$ cat src/rtl/cmp_scan_ctrl_pkg.sv
// Shared state encodings and default sizing for the comparator scan controller.
package cmp_scan_ctrl_pkg;

  localparam int unsigned DefWidth  = 3;
  localparam int unsigned DefThresh = 3;

  typedef enum logic [1:0] {
    StIdle  = 2'd0,
    StScan  = 2'd1,
    StDrain = 2'd2,
    StDone  = 2'd3
  } state_e;

endpackage

$ cat src/rtl/cmp_scan_ctrl_less_than_thresh.sv
// Combinational threshold comparator: y = (a < THRESH), unsigned.
module less_than_thresh
  import cmp_scan_ctrl_pkg::*;
#(
  parameter int unsigned WIDTH  = DefWidth,
  parameter int unsigned THRESH = DefThresh
) (
  input  logic [WIDTH-1:0] a,
  output logic             y
);

  // Compare at 32 bits so a THRESH beyond the operand range is not truncated.
  assign y = (32'(a) < THRESH);

endmodule

$ cat src/rtl/cmp_scan_ctrl.sv
// Sweeps a threshold comparator over [lo..hi], building a hit bitmap and hit count.
// Define CMP_REG_EN to register the comparator output (adds a one-cycle DRAIN state).
module cmp_scan_ctrl
  import cmp_scan_ctrl_pkg::*;
#(
  parameter int unsigned WIDTH  = DefWidth,
  parameter int unsigned THRESH = DefThresh
) (
  input  logic                  clk,
  input  logic                  rst,
  input  logic                  start,
  input  logic [WIDTH-1:0]      lo,
  input  logic [WIDTH-1:0]      hi,
  output logic                  busy,
  output logic                  done,
  output logic                  err,
  output logic [2**WIDTH-1:0]   hit_mask,
  output logic [WIDTH:0]        hit_count
);

  localparam int unsigned Bits = 2**WIDTH;

  state_e           state_q, state_d;
  logic [WIDTH-1:0] idx_q, idx_d;
  logic [WIDTH-1:0] hi_q, hi_d;
  logic [Bits-1:0]  mask_q, mask_d;
  logic [WIDTH:0]   count_q, count_d;
  logic             err_q, err_d;
  logic             y;
  logic             last;
  logic             wr_en;
  logic [WIDTH-1:0] wr_idx;
  logic             wr_val;

  less_than_thresh #(
    .WIDTH  (WIDTH),
    .THRESH (THRESH)
  ) u_cmp (
    .a (idx_q),
    .y (y)
  );

  // Termination is an equality test so hi = max never wraps idx back to 0.
  assign last = (idx_q == hi_q);

`ifdef CMP_REG_EN
  logic             y_q;
  logic             vld_q;
  logic [WIDTH-1:0] yidx_q;

  always_ff @(posedge clk) begin
    if (rst) begin
      y_q    <= 1'b0;
      vld_q  <= 1'b0;
      yidx_q <= '0;
    end else begin
      y_q    <= y;
      vld_q  <= (state_q == StScan);
      yidx_q <= idx_q;
    end
  end

  assign wr_en  = vld_q;
  assign wr_idx = yidx_q;
  assign wr_val = y_q;
`else
  assign wr_en  = (state_q == StScan);
  assign wr_idx = idx_q;
  assign wr_val = y;
`endif

  always_ff @(posedge clk) begin
    if (rst) begin
      state_q <= StIdle;
      idx_q   <= '0;
      hi_q    <= '0;
      mask_q  <= '0;
      count_q <= '0;
      err_q   <= 1'b0;
    end else begin
      state_q <= state_d;
      idx_q   <= idx_d;
      hi_q    <= hi_d;
      mask_q  <= mask_d;
      count_q <= count_d;
      err_q   <= err_d;
    end
  end

  always_comb begin
    state_d = state_q;
    unique case (state_q)
      StIdle:  if (start) state_d = (lo > hi) ? StDone : StScan;
`ifdef CMP_REG_EN
      StScan:  if (last) state_d = StDrain;
`else
      StScan:  if (last) state_d = StDone;
`endif
      StDrain: state_d = StDone;
      StDone:  state_d = StIdle;
      default: state_d = StIdle;
    endcase
  end

  always_comb begin
    idx_d   = idx_q;
    hi_d    = hi_q;
    mask_d  = mask_q;
    count_d = count_q;
    err_d   = err_q;
    if (wr_en) begin
      mask_d[wr_idx] = wr_val;
      count_d        = count_q + (WIDTH+1)'(wr_val);
    end
    if (state_q == StScan && !last) begin
      idx_d = idx_q + WIDTH'(1);
    end
    // An accepted start clears the previous results; inverted ranges skip the scan.
    if (state_q == StIdle && start) begin
      mask_d  = '0;
      count_d = '0;
      err_d   = (lo > hi);
      hi_d    = hi;
      idx_d   = lo;
    end
  end

  always_comb begin
    busy = (state_q == StScan) || (state_q == StDrain);
    done = (state_q == StDone);
  end

  assign err       = err_q;
  assign hit_mask  = mask_q;
  assign hit_count = count_q;

endmodule

$ cat config.mk
export PLATFORM = sky130hd
export DESIGN_NAME = cmp_scan_ctrl
export DESIGN_NICKNAME = d
export VERILOG_FILES = /design/src/rtl/cmp_scan_ctrl_pkg.sv /design/src/rtl/cmp_scan_ctrl_less_than_thresh.sv /design/src/rtl/cmp_scan_ctrl.sv
export SDC_FILE = /design/constraint.sdc
export NUM_CORES = 1
export LEC_CHECK = 0
export CORE_MARGIN = 2
export CORE_UTILIZATION = 45
export DETAILED_ROUTE_END_ITERATION = 8
export HOLD_SLACK_MARGIN = 0.02
export PLACE_DENSITY = 0.74
export SYNTH_ARGS = -nofsm -noshare
export SYNTH_HDL_FRONTEND = slang
export SYNTH_HIERARCHICAL = 1
export SYNTH_SLANG_ARGS = --single-unit
$ cat constraint.sdc
create_clock -name clk -period 1.5 [get_ports clk]
set_input_delay 0.3 -clock clk [delete_from_list [all_inputs] [get_ports clk]]
set_output_delay 0.3 -clock clk [all_outputs]
set_load 0.05 [all_outputs]
==> summary.txt <==
Min path
  • Min-delay src: err$_SDFFE_PP0P_
  • Hold crit path type: reg -> reg

Power
  • Pint: 1740 uW
  • Static leakage: 0.000741 uW
  • Switching Share: 0.423
  • Combinational share of power: 0.625
  • Maximum VDD drop: 1050 uV
  • Flop pwr share: 0.282
  • Switching power: 1280 uW
  • Clk pwr share: 0.093
  • Power Dens Cells: 1670 nW/um^2

Placement
  • Placed cell count: 192
  • Pre-CTS WS: -362 ps
  • RePlAce Congestion: 0.756
  • Detailed placer's ending HPWL: 1890 um
  • IO buf count: 23
  • Dpl cell area: 1700 um^2

Route
  • Vias/cell: 5.34
  • Antenna Violating Nets Remaining: 0
  • Routed WL: 2630 um
  • Drt drc: 0
  • DRT iter0 DRCs: 12
  • Avg WL per Cell: 13.3 um
  • DR pass1 iterations: 4
  • Via count: 1057

Final layout
  • Finished layout cell area: 1810 um^2
  • Area Overhead vs Synth: 52.0%
  • Final net count: 189
  • Register area: 427 um^2
  • Area occupied by multi-input gates: 761 um^2
  • Non-Filler Instances: 198
  • Layout cells sized above 1: 0.333
  • # fillers: 175
  • Diodes inserted: 0

Synth
  • Synth Net Count: 151
  • Top_reg_cell synth: dfxtp_1
  • Mapped Avg Cell Area: 9.09 um^2
  • Syn Inst Count: 131
  • Number of synthesized flops with an enable pin: 0
  • Top cell type's share of synthesized area: 0.353
  • Synth top area cells: dfxtp_1, ha_1, mux2i_1
  • Synth warnings: 6
  • Count leader, synth: dfxtp_1
  • Synthesized area: 1190 um^2
  • Synth area leader: dfxtp_1
  • Sequential area share after synthesis: 0.353
  • Post-synth ARST share: 0
  • Yosys cell types: 32
  • Number of synthesized register bits: 21
  • Synth cell count leaders: dfxtp_1, nor2_1, nand2_1

CTS
  • CTS sink count: 21
  • Root buf cell: clkbuf_4
  • Hold_buf cts: 0
  • CTS tree: yes
  • TritonCTS buffer count: 3
  • Worst-path clk slew: 120 ps
  • Clk buf depth: 2
  • Insertion delay to the later sink of the worst-skew pair: 310 ps
  • H-Tree Depth: 1

Setup path
  • Worst Setup SP: state_q[1]$_SDFFE_PP0P_
  • Reg-to-reg startpoint: state_q[0]$_SDFFE_PP0P_
  • Critical Path RT: 1200 ps
  • Setup Crit Path Kind: reg -> out
  • CP Max Fanout: 2
  • Critical Path Start Type: flop
  • Critical path endpoint category: output port
  • Worst path arrival time: 1210 ps

Timing
  • Tcrit/Tclk final: 1.00
  • Fmax: 664 MHz
  • Least-Margin Pin Slew: 277 ps
  • Fin. Hold Viols: 0
  • Setup ws final: -7.10 ps
  • Relative slew slack: 0.815
  • Max Clock Skew: 8.81 ps
  • RSZ-0062 raised after global routing: true
  • Final setup viols: 1
  • Minimum clock period: 1510 ps
  • Worst hold slack: 514 ps
  • Pins Over Slew Limit: 0

Floorplanning
  • Row count: 18
  • Die Span Y: 55.5 um
  • # IOs: 24
  • Area of the core: 2500 um^2
  • Die X: 55.5 um
  • Die area: 3070 um^2
  • Starting Density: 0.476

Global routing
  • Aggregate global-route resource usage: 0.164
  • Initial antenna violation count: 0
  • First-pass GRT wire length: 4150 um
  • Vias in the first global route: 1014
  • Global route overflow: 0
  • Largest net degree at the start of global routing: 13

Run status
  • Status: finished with violations
  • Failing checks: negative setup slack

Flow run
  • Max-Cap Viols: 0
-- power by group through the flow --
stage               Clock (uW)  Combinational [uW]  Sequential [uW]
finish                     281                1890              851
global route               310                2030              865
CTS                        289                1810              816
detailed placement           0                1720              826
global placement             0                1680              816
floorplan                    0                1020              882
-- area by class of cell --
cell class,instances,area share
inverter,7,0.0145
clock inverter,1,0.00276
clock buffer,3,0.0124
multi-input combinational,95,0.420
tap,30,0.0207
timing repair buffer,41,0.294
sequential,21,0.236
-- metal layers --
metal | part of all wire | GRT usage | routed length [um]
met4 | 0.017 | 0.0523 | 46
met1 | 0.42 | 0.191 | 1110
met3 | 0.026 | 0.0304 | 69
met5 | 0 | 0 | 0
met2 | 0.54 | 0.301 | 1410
-- cells in the final DEF, fill, tap and decap left out, drive strengths merged, types with 3 or more instances in the layout --
cell type / netlist / final
a211oi: 4 / 4
a21oi: 8 / 8
buf: 3 / 33
clkbuf: 5 / 3
clkdlybuf4s50: 0 / 8
dfxtp: 21 / 21
ha: 11 / 11
inv: 7 / 7
mux2i: 11 / 11
nand2: 13 / 13
nand2b: 5 / 5
nor2: 16 / 16
nor3: 3 / 3
xnor2: 4 / 4
-- worst paths after layout --
| kind | end | slack [ps] | cells past startpoint |
|---|---|---|---|
| setup / recovery | busy | -7 | 4 |
| hold / removal | err$_SDFFE_PP0P_ | 510 | 2 |
| setup reg to reg | hit_mask[4]$_SDFFE_PP0P_ | 90 | 5 |
| hold reg to reg | err$_SDFFE_PP0P_ | 510 | 2 |
-- through the flow --
| stage | setup TNS [ps] | util | power, uW |
|---|---|---|---|
| global placement | -479 | 0.681 | 2490 |
| finish | -7.10 | 0.724 | 3020 |
| floorplan | 0 | - | 1900 |
| CTS | -20.4 | 0.703 | 2910 |
| detailed placement | -606 | 0.681 | 2550 |
| global route | -180 | 0.724 | 3210 |
-- logic make-up (layout without fill, tap and decap cells) --
group,count (synthesis),in the layout,synth area share
flops,21,21,0.353
buf+inv,15,52,0.0567
fa+ha+maj,11,11,0.116
mux,11,11,0.0924
xor+xnor,6,6,0.0567
compound gates,17,17,0.120
simple gates,50,50,0.206
-- critical path, cell delays in order, from the launching register on --
cell	delay [ps]
dfxtp_2	350
inv_2	40
buf_6	110
ha_4	270
buf_12	130
-- sequential cells by signal, indices dropped and copies added (netlist names) --
| register | cells |
|---|---|
| err | 1 |
| hit_count | 4 |
| hi_q | 3 |
| state_q | 2 |
| idx_q | 3 |
| hit_mask | 8 |
-- repair_timing --
action | 4_1_cts | 5_1_grt
setup endpoints to repair | 3 | 8
gates resized for setup | 6 | 9
setup buffers | 1 | 1
cloned | 0 | 0
pin swaps | 1 | 4
No activity file was read; power rests on OpenSTA's default activity.
